### src/rtl/elev_pkg.sv
// elev_pkg: state and direction encodings plus default parameter values
// for the elevator floor scheduler.
// Optional feature macro: ELEV_EMERGENCY_EN (adds the EMERG state).
package elev_pkg;

`ifdef ELEV_EMERGENCY_EN
  typedef enum logic [1:0] {
    ST_IDLE  = 2'd0,
    ST_MOVE  = 2'd1,
    ST_DOOR  = 2'd2,
    ST_EMERG = 2'd3
  } state_t;
`else
  typedef enum logic [1:0] {
    ST_IDLE = 2'd0,
    ST_MOVE = 2'd1,
    ST_DOOR = 2'd2
  } state_t;
`endif

  typedef enum logic {
    UP   = 1'b0,
    DOWN = 1'b1
  } dir_t;

  localparam int DEF_NUM_FLOORS    = 4;
  localparam int DEF_TRAVEL_CYCLES = 4;
  localparam int DEF_DOOR_CYCLES   = 3;

endpackage

### src/rtl/elev_cycle_timer.sv
// elev_cycle_timer: loadable down-counter. done is high while enabled and
// the count sits at zero; the owner reloads on done to start the next interval.
module elev_cycle_timer #(
  parameter int WIDTH = 3
) (
  input  logic             clk,
  input  logic             rst,
  input  logic             load,
  input  logic [WIDTH-1:0] load_value,
  input  logic             enable,
  output logic             done
);

  logic [WIDTH-1:0] count;

  // Load has priority; otherwise count down and park at zero.
  always_ff @(posedge clk or posedge rst) begin
    if (rst) begin
      count <= '0;
    end else if (load) begin
      count <= load_value;
    end else if (enable && (count != '0)) begin
      count <= count - WIDTH'(1);
    end
  end

  assign done = enable && (count == '0);

endmodule

### src/rtl/elevator_floor_scheduler.sv
// elevator_floor_scheduler: latches multi-hot floor requests and serves
// them in SCAN order, one floor per travel interval, with a door dwell at
// each stop. Optional feature macro: ELEV_EMERGENCY_EN (emergency input,
// return to floor 0 and hold the door open).
//
//   state    | meaning
//   ---------+--------------------------------------------------------
//   ST_IDLE  | parked, door closed, nothing pending
//   ST_MOVE  | travelling one floor per TRAVEL_CYCLES in dir
//   ST_DOOR  | stopped with door open for DOOR_CYCLES (reloadable)
//   ST_EMERG | emergency descent to floor 0 without stopping
module elevator_floor_scheduler
  import elev_pkg::*;
#(
  parameter int NUM_FLOORS    = DEF_NUM_FLOORS,
  parameter int TRAVEL_CYCLES = DEF_TRAVEL_CYCLES,
  parameter int DOOR_CYCLES   = DEF_DOOR_CYCLES
) (
  input  logic                  clk,
  input  logic                  rst,
`ifdef ELEV_EMERGENCY_EN
  input  logic                  emergency,
`endif
  input  logic [NUM_FLOORS-1:0] requested_floor,
  output logic [NUM_FLOORS-1:0] required_floor,
  output logic [NUM_FLOORS-1:0] current_floor,
  output logic [NUM_FLOORS-1:0] pending,
  output logic                  moving_up,
  output logic                  moving_down,
  output logic                  door_open
);

  localparam int TW = $clog2(TRAVEL_CYCLES + 1);
  localparam int DW = $clog2(DOOR_CYCLES + 1);
  localparam logic [NUM_FLOORS-1:0] FLOOR0      = NUM_FLOORS'(1);
  localparam logic [TW-1:0]         TRAVEL_LOAD = TW'(TRAVEL_CYCLES - 1);
  localparam logic [DW-1:0]         DOOR_LOAD   = DW'(DOOR_CYCLES - 1);

  state_t                  state;
  dir_t                    dir;
  dir_t                    start_dir;
  dir_t                    step_dir;
  logic [NUM_FLOORS-1:0]   above_mask;
  logic [NUM_FLOORS-1:0]   below_mask;
  logic [NUM_FLOORS-1:0]   pend_up;
  logic [NUM_FLOORS-1:0]   pend_dn;
  logic [NUM_FLOORS-1:0]   latch_mask;
  logic [NUM_FLOORS-1:0]   req_eff;
  logic [NUM_FLOORS-1:0]   pending_lat;
  logic [NUM_FLOORS-1:0]   step_floor;
  logic                    at_top;
  logic                    at_bottom;
  logic                    cur_req;
  logic                    arrive_hit;
  logic                    in_motion;
  logic                    emerg_on;
  logic                    emerg_view;
  logic                    door_reload;
  logic                    travel_load;
  logic                    door_load;
  logic                    travel_done;
  logic                    door_done;

  function automatic logic [NUM_FLOORS-1:0] lowest_set(input logic [NUM_FLOORS-1:0] v);
    logic [NUM_FLOORS-1:0] r;
    r = '0;
    for (int i = NUM_FLOORS - 1; i >= 0; i--) begin
      if (v[i]) begin
        r    = '0;
        r[i] = 1'b1;
      end
    end
    return r;
  endfunction

  function automatic logic [NUM_FLOORS-1:0] highest_set(input logic [NUM_FLOORS-1:0] v);
    logic [NUM_FLOORS-1:0] r;
    r = '0;
    for (int i = 0; i < NUM_FLOORS; i++) begin
      if (v[i]) begin
        r    = '0;
        r[i] = 1'b1;
      end
    end
    return r;
  endfunction

`ifdef ELEV_EMERGENCY_EN
  assign emerg_on   = emergency;
  assign in_motion  = (state == ST_MOVE) || (state == ST_EMERG);
  assign emerg_view = emergency || (state == ST_EMERG);
`else
  assign emerg_on   = 1'b0;
  assign in_motion  = (state == ST_MOVE);
  assign emerg_view = 1'b0;
`endif

  assign at_top    = current_floor[NUM_FLOORS-1];
  assign at_bottom = current_floor[0];

  // Floors strictly above / below the car.
  always_comb begin
    logic seen;
    seen       = 1'b0;
    above_mask = '0;
    below_mask = '0;
    for (int i = 0; i < NUM_FLOORS; i++) begin
      if (current_floor[i]) begin
        seen = 1'b1;
      end else begin
        above_mask[i] = seen;
        below_mask[i] = !seen;
      end
    end
  end

  assign pend_up = pending & above_mask;
  assign pend_dn = pending & below_mask;

  // During travel the car has left its floor, so a request there is a real new stop.
  assign latch_mask  = (state == ST_MOVE) ? '1 : ~current_floor;
  assign req_eff     = emerg_on ? '0 : requested_floor;
  assign pending_lat = emerg_on ? '0 : (pending | (req_eff & latch_mask));
  assign cur_req     = |(req_eff & current_floor);

  assign step_floor = (dir == UP) ? (at_top ? current_floor : (current_floor << 1))
                                  : (at_bottom ? current_floor : (current_floor >> 1));
  assign arrive_hit = |(pending_lat & step_floor);

  // Direction to leave with: keep going if work remains ahead, else reverse; walls win.
  always_comb begin
    if (dir == UP) start_dir = (|pend_up) ? UP : DOWN;
    else           start_dir = (|pend_dn) ? DOWN : UP;
    if (at_top)    start_dir = DOWN;
    if (at_bottom) start_dir = UP;
  end

  // Direction after a step, forced by the end floors.
  always_comb begin
    step_dir = dir;
    if (step_floor[NUM_FLOORS-1]) step_dir = DOWN;
    else if (step_floor[0])       step_dir = UP;
  end

  // Next-stop target: nearest pending ahead, else nearest behind, else here.
  always_comb begin
    if (emerg_view) begin
      required_floor = FLOOR0;
    end else if (dir == UP) begin
      required_floor = (|pend_up) ? lowest_set(pend_up)
                     : (|pend_dn) ? highest_set(pend_dn) : current_floor;
    end else begin
      required_floor = (|pend_dn) ? highest_set(pend_dn)
                     : (|pend_up) ? lowest_set(pend_up) : current_floor;
    end
  end

  // Timers sit preloaded outside their state so the first interval is full length.
  assign door_reload = cur_req || (emerg_on && at_bottom);
  assign travel_load = !in_motion || travel_done;
  assign door_load   = (state != ST_DOOR) || door_reload;

  elev_cycle_timer #(.WIDTH(TW)) u_travel_timer (
    .clk        (clk),
    .rst        (rst),
    .load       (travel_load),
    .load_value (TRAVEL_LOAD),
    .enable     (in_motion),
    .done       (travel_done)
  );

  elev_cycle_timer #(.WIDTH(DW)) u_door_timer (
    .clk        (clk),
    .rst        (rst),
    .load       (door_load),
    .load_value (DOOR_LOAD),
    .enable     (state == ST_DOOR),
    .done       (door_done)
  );

  // Scheduler FSM with registered position, request latch and status flags.
  always_ff @(posedge clk or posedge rst) begin
    if (rst) begin
      state         <= ST_IDLE;
      dir           <= UP;
      current_floor <= FLOOR0;
      pending       <= '0;
      moving_up     <= 1'b0;
      moving_down   <= 1'b0;
      door_open     <= 1'b0;
    end else begin
      pending <= pending_lat;
      case (state)
        ST_IDLE: begin
`ifdef ELEV_EMERGENCY_EN
          if (emerg_on && !at_bottom) begin
            state       <= ST_EMERG;
            dir         <= DOWN;
            moving_down <= 1'b1;
          end else
`endif
          if (cur_req || (emerg_on && at_bottom)) begin
            state     <= ST_DOOR;
            door_open <= 1'b1;
          end else if (|pending) begin
            state       <= ST_MOVE;
            dir         <= start_dir;
            moving_up   <= (start_dir == UP);
            moving_down <= (start_dir == DOWN);
          end
        end

        ST_MOVE: begin
          if (travel_done) begin
            current_floor <= step_floor;
            dir           <= step_dir;
`ifdef ELEV_EMERGENCY_EN
            if (emerg_on) begin
              moving_up <= 1'b0;
              if (step_floor[0]) begin
                state       <= ST_DOOR;
                door_open   <= 1'b1;
                moving_down <= 1'b0;
              end else begin
                state       <= ST_EMERG;
                dir         <= DOWN;
                moving_down <= 1'b1;
              end
            end else
`endif
            if (arrive_hit) begin
              pending     <= pending_lat & ~step_floor;
              state       <= ST_DOOR;
              door_open   <= 1'b1;
              moving_up   <= 1'b0;
              moving_down <= 1'b0;
            end else begin
              moving_up   <= (step_dir == UP);
              moving_down <= (step_dir == DOWN);
            end
          end
        end

        ST_DOOR: begin
`ifdef ELEV_EMERGENCY_EN
          if (emerg_on && !at_bottom) begin
            state       <= ST_EMERG;
            dir         <= DOWN;
            door_open   <= 1'b0;
            moving_down <= 1'b1;
          end else
`endif
          if (door_done && !door_reload) begin
            door_open <= 1'b0;
            if (|pending) begin
              state       <= ST_MOVE;
              dir         <= start_dir;
              moving_up   <= (start_dir == UP);
              moving_down <= (start_dir == DOWN);
            end else begin
              state <= ST_IDLE;
            end
          end
        end

`ifdef ELEV_EMERGENCY_EN
        ST_EMERG: begin
          if (travel_done) begin
            current_floor <= step_floor;
            if (step_floor[0]) begin
              state       <= ST_DOOR;
              dir         <= UP;
              door_open   <= 1'b1;
              moving_down <= 1'b0;
            end
          end
        end
`endif

        default: state <= ST_IDLE;
      endcase
    end
  end

endmodule

### config.mk
export PLATFORM = sky130hd
export DESIGN_NAME = elevator_floor_scheduler
export DESIGN_NICKNAME = d
export VERILOG_FILES = /design/src/rtl/elev_pkg.sv /design/src/rtl/elev_cycle_timer.sv /design/src/rtl/elevator_floor_scheduler.sv
export SDC_FILE = /design/constraint.sdc
export NUM_CORES = 1
export LEC_CHECK = 0
export ABC_CLOCK_PERIOD_IN_PS = 1600
export BUFFER_PORTS_ARGS = -buffer_cell sky130_fd_sc_hd__buf_2
export CAP_MARGIN = 40
export CELL_PAD_IN_SITES_DETAIL_PLACEMENT = 1
export CELL_PAD_IN_SITES_GLOBAL_PLACEMENT = 1
export CORE_ASPECT_RATIO = 0.8
export CORE_MARGIN = 4
export CORE_UTILIZATION = 39
export CTS_CLUSTER_SIZE = 30
export DETAILED_ROUTE_END_ITERATION = 16
export PLACE_DENSITY_LB_ADDON = 0.1
export SYNTH_ARGS = -nofsm -noshare
export SYNTH_HDL_FRONTEND = slang
export SYNTH_HIERARCHICAL = 1
export SYNTH_SLANG_ARGS = --single-unit
### constraint.sdc
create_clock -name clk -period 1.6 [get_ports clk]
set_input_delay 0.24 -clock clk [delete_from_list [all_inputs] [get_ports clk]]
set_output_delay 0.24 -clock clk [all_outputs]
set_load 0.02 [all_outputs]
---- Word level (Yosys, flattened, before mapping) ----
Index checks and enable logic that the tools add are counted.
word-level totals
  register bits ........................... 19
  input bits .............................. 6
  output and inout port bits .............. 15
  word-level logic and storage cells ...... 130
operators by class
  add/subtract/negate cells ............... 2
  eq/ne operators ......................... 9
  muxes and demuxes ....................... 70
  bitwise logic cells ..................... 11
  reductions and logical operators ........ 29
operators by type and width
  kind                   count
  $mux W4                19
  $mux W1                37
  $and A4 B4 Y4          6
  $reduce_or A4 Y1       5
  $mux W2                7
  $pmux W1 S3            4
  $ne A2 B2 Y1 const B   5
  $not A4 Y4             2
  $reduce_and A4 Y1      2
  $mux W3                2
  $pmux W2 S3            1
  $reduce_bool A2 Y1     3
  $reduce_bool A3 Y1     2
  $logic_and A1 B1 Y1    5
  $logic_not A1 Y1       5
  $reduce_and A5 Y1      1
  $logic_not A2 Y1       2
  $or A4 B4 Y4           1
  $logic_not A3 Y1       1
  $ne A3 B3 Y1 const B   1
  $sub A3 B1 Y3 const B  1
  $eq A2 B1 Y1 const B   1
  $eq A2 B2 Y1 const B   1
  $logic_or A1 B1 Y1     2
  other kinds (4)        5

---- Longest topological paths before layout ----
  word-level depth ........................ 15
  mapped depth ............................ 8

---- Cells and area by module ----
Netlist, hierarchy kept.
modules (own cells, without submodules)
  module                              instances  cells an instance  area each (um^2)
  elevator_floor_scheduler            1          133                1,113.6
  elev_cycle_timer at u_travel_timer  1          23                 225.2
  elev_cycle_timer at u_door_timer    1          14                 140.1

---- Least setup slack after synthesis ----
Ideal clock, no wire load.
  path type ............................... register to output
  start point ............................. register current_floor[0]
  end point ............................... output required_floor[2]
  arrival time ............................ 1,687 ps
  required time ........................... 1,360 ps
  slack ................................... -327 ps
  stages on the path, launching flop included .. 6
  cell sequence ........................... dfstp_2 buf_2 nor2b_2 o21ai_0 o41ai_2 o32ai_1
between the ends
  longest elaborated chain between the ends .. 10
  elaborated cells on any way between the ends .. 27
  those cells by class .................... mux (20); bitwise (2); reduce/logical (5)
RTL lines
  item                                                RTL line                                                          text
  start, declared                                     elevator_floor_scheduler.sv:26                                    output logic [NUM_FLOORS-1:0] current_floor,
  start signal, assigned                              elevator_floor_scheduler.sv:215                                   current_floor <= step_floor;
  $mux W1 (2 in a row)                                elevator_floor_scheduler.sv:108                                   if (current_floor[i]) begin
  $mux W1 / $logic_not A1 Y1 (equally long branches)  elevator_floor_scheduler.sv:108, elevator_floor_scheduler.sv:112
  $logic_not A1 Y1, or another cell as far along      elevator_floor_scheduler.sv:112                                   below_mask[i] = !seen;
  $mux W1, or another cell as far along               elevator_floor_scheduler.sv:108
  $and A4 B4 Y4, or another cell as far along         elevator_floor_scheduler.sv:118                                   assign pend_dn = pending & below_mask;
  $reduce_or A4 Y1, or another cell as far along      elevator_floor_scheduler.sv:151, elevator_floor_scheduler.sv:153
  $mux W4 (on tied branches)                          elevator_floor_scheduler.sv:151, elevator_floor_scheduler.sv:154
  $mux W4 (on tied branches)                          elevator_floor_scheduler.sv:150, elevator_floor_scheduler.sv:153
  $mux W4 (*)                                         elevator_floor_scheduler.sv:149                                   end else if (dir == UP) begin
  end, declared                                       elevator_floor_scheduler.sv:25                                    output logic [NUM_FLOORS-1:0] required_floor,
Mark *: on every way between the ends. The rest lies on a longest branch, timed or not.

---- Worst setup path after layout ----
  start point ............................. register current_floor[0]
  end point ............................... output required_floor[1]
between the ends
  longest elaborated chain between the ends .. 10
  elaborated cells on any way between the ends .. 28
  those cells by class .................... mux (21); bitwise (2); reduce/logical (5)
RTL lines
  item                                                             RTL line
  $mux W1                                                          elevator_floor_scheduler.sv:108
  $mux W1 / $logic_not A1 Y1 (equally long branches) (2 in a row)  elevator_floor_scheduler.sv:108, elevator_floor_scheduler.sv:112
  $logic_not A1 Y1, or another cell as far along                   elevator_floor_scheduler.sv:112
  $mux W1, or another cell as far along                            elevator_floor_scheduler.sv:108
  $and A4 B4 Y4, or another cell as far along                      elevator_floor_scheduler.sv:118
  $reduce_or A4 Y1, or another cell as far along                   elevator_floor_scheduler.sv:151, elevator_floor_scheduler.sv:153
  $mux W4 (on tied branches)                                       elevator_floor_scheduler.sv:151, elevator_floor_scheduler.sv:154
  $mux W4 (on tied branches)                                       elevator_floor_scheduler.sv:150, elevator_floor_scheduler.sv:153
  $mux W4 (*)                                                      elevator_floor_scheduler.sv:149
Marked as above.

==> impl_summary.md <==
STA
The maximum clock rate is 0.483 GHz. Setup total negative slack on the finished layout was measured at -4.14 ns. The max-slew violation count is 0. The number of failing hold endpoints at the final stage was 0.

The number of setup violations in the final report is 13. The worst setup slack after layout is -0.470 ns. Setup repair after global routing could not meet its margin everywhere.

The worst path uses 129% of the clock period. At the pin with the least slew margin, the transition time is 0.613 ns. Clock skew on the completed layout was measured at 0.00266 ns. After layout, the minimum clock period comes to 2.07 ns. In this run the tightest slew margin relative to its limit is 59.1%.

Logic synthesis
The average cell area after synthesis is 8.70 µm². Yosys mapped a number of flops with a built-in enable equal to 0. The share of synthesized flip-flops with an asynchronous set or reset is 100%. For this run, the leading register cell type out of synthesis is sky130_fd_sc_hd__dfrtp_1. After synthesis, the netlist uses 61 different library cells. The share of synthesized area occupied by flip-flops and latches is 32.2%. The synthesized area is 1480 µm². The number of warnings printed during yosys synthesis is 6. After technology mapping, the gate count stands at 170. The register bit total from synthesis is 19.

Worst hold path
The count of cells along the worst hold path is 3. The path with the worst hold slack has its endpoint at pending[3]$_DFF_PP0_. The type of the most critical hold path is in2reg.

The startpoint identified for the worst hold timing path is requested_floor[3].

Final layout
Relative to the synthesized area, the layout overhead comes to 63.3%. The leading cell type in the layout, fill and taps excluded is sky130_fd_sc_hd__buf_4. Fill cells in the final layout number 391. Leaving out fill and tap cells, the most frequent cells in the layout are sky130_fd_sc_hd__buf_4, sky130_fd_sc_hd__buf_2, sky130_fd_sc_hd__nand2_1, sky130_fd_sc_hd__dfrtp_1, sky130_fd_sc_hd__inv_1. The area used by multi-input combinational logic is 1170 µm². The area occupied by registers is 483 µm².

For this run, the post-layout net count is 261. The number of antenna diodes in the final layout is 0. Cells with a size suffix above 1 make up 56.2% of the layout.

Placement
In this run the tool buffered the top-level ports with 20 buffer cells. The HPWL after detailed placement is 4020 µm. Before CTS, the worst setup slack after placement is -0.243 ns. At the end of routability-driven placement, the weighted congestion stood at 0.884.

Pwr
The largest vdd supply drop is 1010 µV. Net switching is 44.4% of the power. The combinational share of power is 66.0%. Dividing total power by cell area gives a power density of 1230 nW/µm². The internal power contribution is 1650 µW. The sequential cell fraction of total power is 22.2%.

The leakage power total is 0.00114 µW. For this design the total switching power over the nets is 1320 µW. Of the total power, the clock network draws 11.8%.

Floorplan
The die outline width is 76.9 µm. 21 I/O pins were placed. The number of rows created at floorplan is 19. The starting density of the core is 41.8%.

The die span in y is 63.1 µm. The region available for standard cell placement spans 3540 µm². The overall die area is 4850 µm².

Global route
Entering global routing, the biggest net connects 15 pins. The global routing stage identified its most utilized layer as met2. The remaining global-route overflow is 0. The global-route wire length before repair is 10100 µm.

In the global route stage, met3 resource usage came out at 5.13%. The number of antenna violations at the first check in global routing was 0. The global-route track usage on met2 is 46.0%. The overall fraction of global-route tracks in use is 26.2%. For met1 alone, demand over resource in global routing was 31.1%. The via count of the first global-routing pass is 1957.

Run status
The run finished, with violations left. The checks that failed: setup timing.

Setup path
The largest individual stage delay along the critical path comes from the cell sky130_fd_sc_hd__dfstp_2. The total stage count of the critical path is 5. The type of destination of the critical path is an output pin. The data arrival time of the worst path is 1.83 ns. The number of buffer and inverter instances along the worst setup path is 1. The critical path's top delay family is simple AND/OR/NAND/NOR gates. Counting cells, the worst reg-to-reg path comes to 7. The worst setup path is of the reg2out kind.

The reg-to-reg critical path endpoint is moving_up$_DFFE_PP0P_. The critical path data required time is 1.36 ns. The critical register-to-register path startpoint is pending[1]$_DFF_PP0_. The highest net fanout along the worst path is 7. Walking the worst path, the cells encountered are nand2b_4 > nor2_2 > or4_4 > o21ai_4 > buf_6. Across all register-to-register paths, the minimum setup slack is -0.46 ns. For this run, the slowest stage of the critical path takes 0.62 ns. The kind of launch point of the worst setup path is a flip-flop.

Routing
Dividing the detail-routed via count by the number of cells gives 6.13. The detailed-router iteration count before antenna repair is 5. After detailed routing, the number of remaining DRC violations is 0. After the first detailed-routing iteration, the DRC count stood at 152. The detailed-route wire length is 7080 µm.

Once detail routing completed, the nets flagged for antenna violations numbered 0. After detailed routing, the average wire length per cell comes to 24.2 µm. The number of vias after detailed routing is 1797.

Clock network
The clock transition at the registers of the reported paths is 0.08 ns. Counting the buffers created by CTS gives 3. The later-pin clock latency in the skew report is 0.26 ns.

TritonCTS built the clock tree. The sink count of the clock tree is 19. The number of H-tree branching levels is 1.

The tree is rooted in a sky130_fd_sc_hd__clkbuf_8. The largest buffer count on any clock path is 2.

Run
Max-cap violations in this run came to 0.
-- flip-flops by register name, indices dropped and copies added, names as in the netlist --
| register | cells |
|---|---|
| current_floor | 4 |
| pending | 4 |
| u_travel_timer/count | 3 |
| state | 2 |
| u_door_timer/count | 2 |
| dir | 1 |
| door_open | 1 |
| moving_down | 1 |
| moving_up | 1 |
-- power by group through the flow --
stage	clock [µW]	combinational (µW)	sequential, µW
2_1_floorplan	0	842	696
3_3_place_gp	0	1410	647
3_5_place_dp	0	1460	656
4_1_cts	354	1610	648
5_1_grt	375	2060	666
6_report	350	1960	657
-- synthesized netlist by cell type (2+ instances only) --
library cell / count / area (µm²)
sky130_fd_sc_hd__dfrtp_1: 18 / 450
sky130_fd_sc_hd__nand2_1: 16 / 60.1
sky130_fd_sc_hd__inv_1: 14 / 52.6
sky130_fd_sc_hd__nor2_1: 12 / 45.0
sky130_fd_sc_hd__a21oi_1: 10 / 50.1
sky130_fd_sc_hd__o21ai_0: 6 / 30.0
sky130_fd_sc_hd__nand2b_1: 5 / 31.3
sky130_fd_sc_hd__nor2b_1: 5 / 31.3
sky130_fd_sc_hd__a22o_1: 4 / 35.0
sky130_fd_sc_hd__o22ai_1: 4 / 25.0
sky130_fd_sc_hd__a21boi_0: 3 / 22.5
sky130_fd_sc_hd__buf_2: 3 / 15.0
sky130_fd_sc_hd__ha_1: 3 / 37.5
sky130_fd_sc_hd__o21ai_1: 3 / 15.0
sky130_fd_sc_hd__a211o_1: 2 / 17.5
sky130_fd_sc_hd__a21o_1: 2 / 15.0
sky130_fd_sc_hd__a221o_1: 2 / 20.0
sky130_fd_sc_hd__a22oi_1: 2 / 15.0
sky130_fd_sc_hd__and2_1: 2 / 12.5
sky130_fd_sc_hd__and2b_1: 2 / 15.0
sky130_fd_sc_hd__buf_4: 2 / 15.0
sky130_fd_sc_hd__conb_1: 2 / 7.51
sky130_fd_sc_hd__nand2b_4: 2 / 27.5
sky130_fd_sc_hd__nor3_1: 2 / 10.0
sky130_fd_sc_hd__nor3_2: 2 / 20.0
sky130_fd_sc_hd__nor4b_1: 2 / 17.5
sky130_fd_sc_hd__o211a_1: 2 / 20.0
sky130_fd_sc_hd__o211ai_1: 2 / 15.0
sky130_fd_sc_hd__o21a_1: 2 / 15.0
sky130_fd_sc_hd__o21bai_2: 2 / 22.5
sky130_fd_sc_hd__o31a_1: 2 / 17.5
-- worst max-delay path by stage --
stage	endpoint	from
2_1_floorplan	required_floor[1]	current_floor[0]$_DFFE_PP1P_
3_3_place_gp	moving_up$_DFFE_PP0P_	pending[3]$_DFF_PP0_
3_5_place_dp	moving_up$_DFFE_PP0P_	pending[3]$_DFF_PP0_
4_1_cts	required_floor[1]	current_floor[0]$_DFFE_PP1P_
5_1_grt	moving_up$_DFFE_PP0P_	pending[1]$_DFF_PP0_
6_report	required_floor[1]	current_floor[0]$_DFFE_PP1P_
-- area by class of cell --
cell class                      instances  area share [%]
Timing Repair Buffer                   81            24.6
Multi-Input combinational cell        132            48.6
Sequential cell                        19            20.0
Clock buffer                            3            1.71
Tap cell                               42            2.18
Inverter                               15            2.75
Clock inverter                          1           0.207
-- per-layer routing --
metal  vias up  wire, µm
li1        780         -
met1       887      2710
met2        95      3570
met3        35       487
met4         0       307
met5         -         0
-- repair_timing --
item	in CTS	in global routing
setup endpoints to repair	19	22
cloned	0	0
gates resized for setup	33	25
pin swaps	6	6
hold buffers	1	0
endpoints found under the hold margin	5	0
buffers inserted	7	5
-- per-stage QoR --
stage	area [µm²]	instances	util [%]	total power (µW)	hold WS, ns
floorplan	1560	173	-	1540	-0.0188
global placement	2050	280	57.8	2060	0.117
detailed placement	2050	280	57.8	2110	0.122
CTS	2300	291	64.9	2610	0.327
global route	2410	293	68.2	3110	0.364
finish	2410	293	68.2	2960	0.337
-- cell families after synthesis --
family | count (synthesis) | share of synthesized area (%)
AOI/OAI and AO/OA | 64 | 32.9
other | 2 | 0.508
buffers and inverters | 22 | 7.19
DFF | 19 | 32.2
adders and majority gates | 3 | 2.54
and+or+nand+nor | 60 | 24.6
-- worst reg2reg max path, cell delays in order, from the launching register on --
cell and delay, ns:
sky130_fd_sc_hd__dfrtp_2 0.41, sky130_fd_sc_hd__buf_4 0.13, sky130_fd_sc_hd__buf_4 0.16, sky130_fd_sc_hd__nor4_1 0.43, sky130_fd_sc_hd__nor2_1 0.18, sky130_fd_sc_hd__a22o_1 0.29
sky130_fd_sc_hd__o311ai_2 0.13, sky130_fd_sc_hd__o221a_1 0.27
No activity file was read; power rests on OpenSTA's default activity.
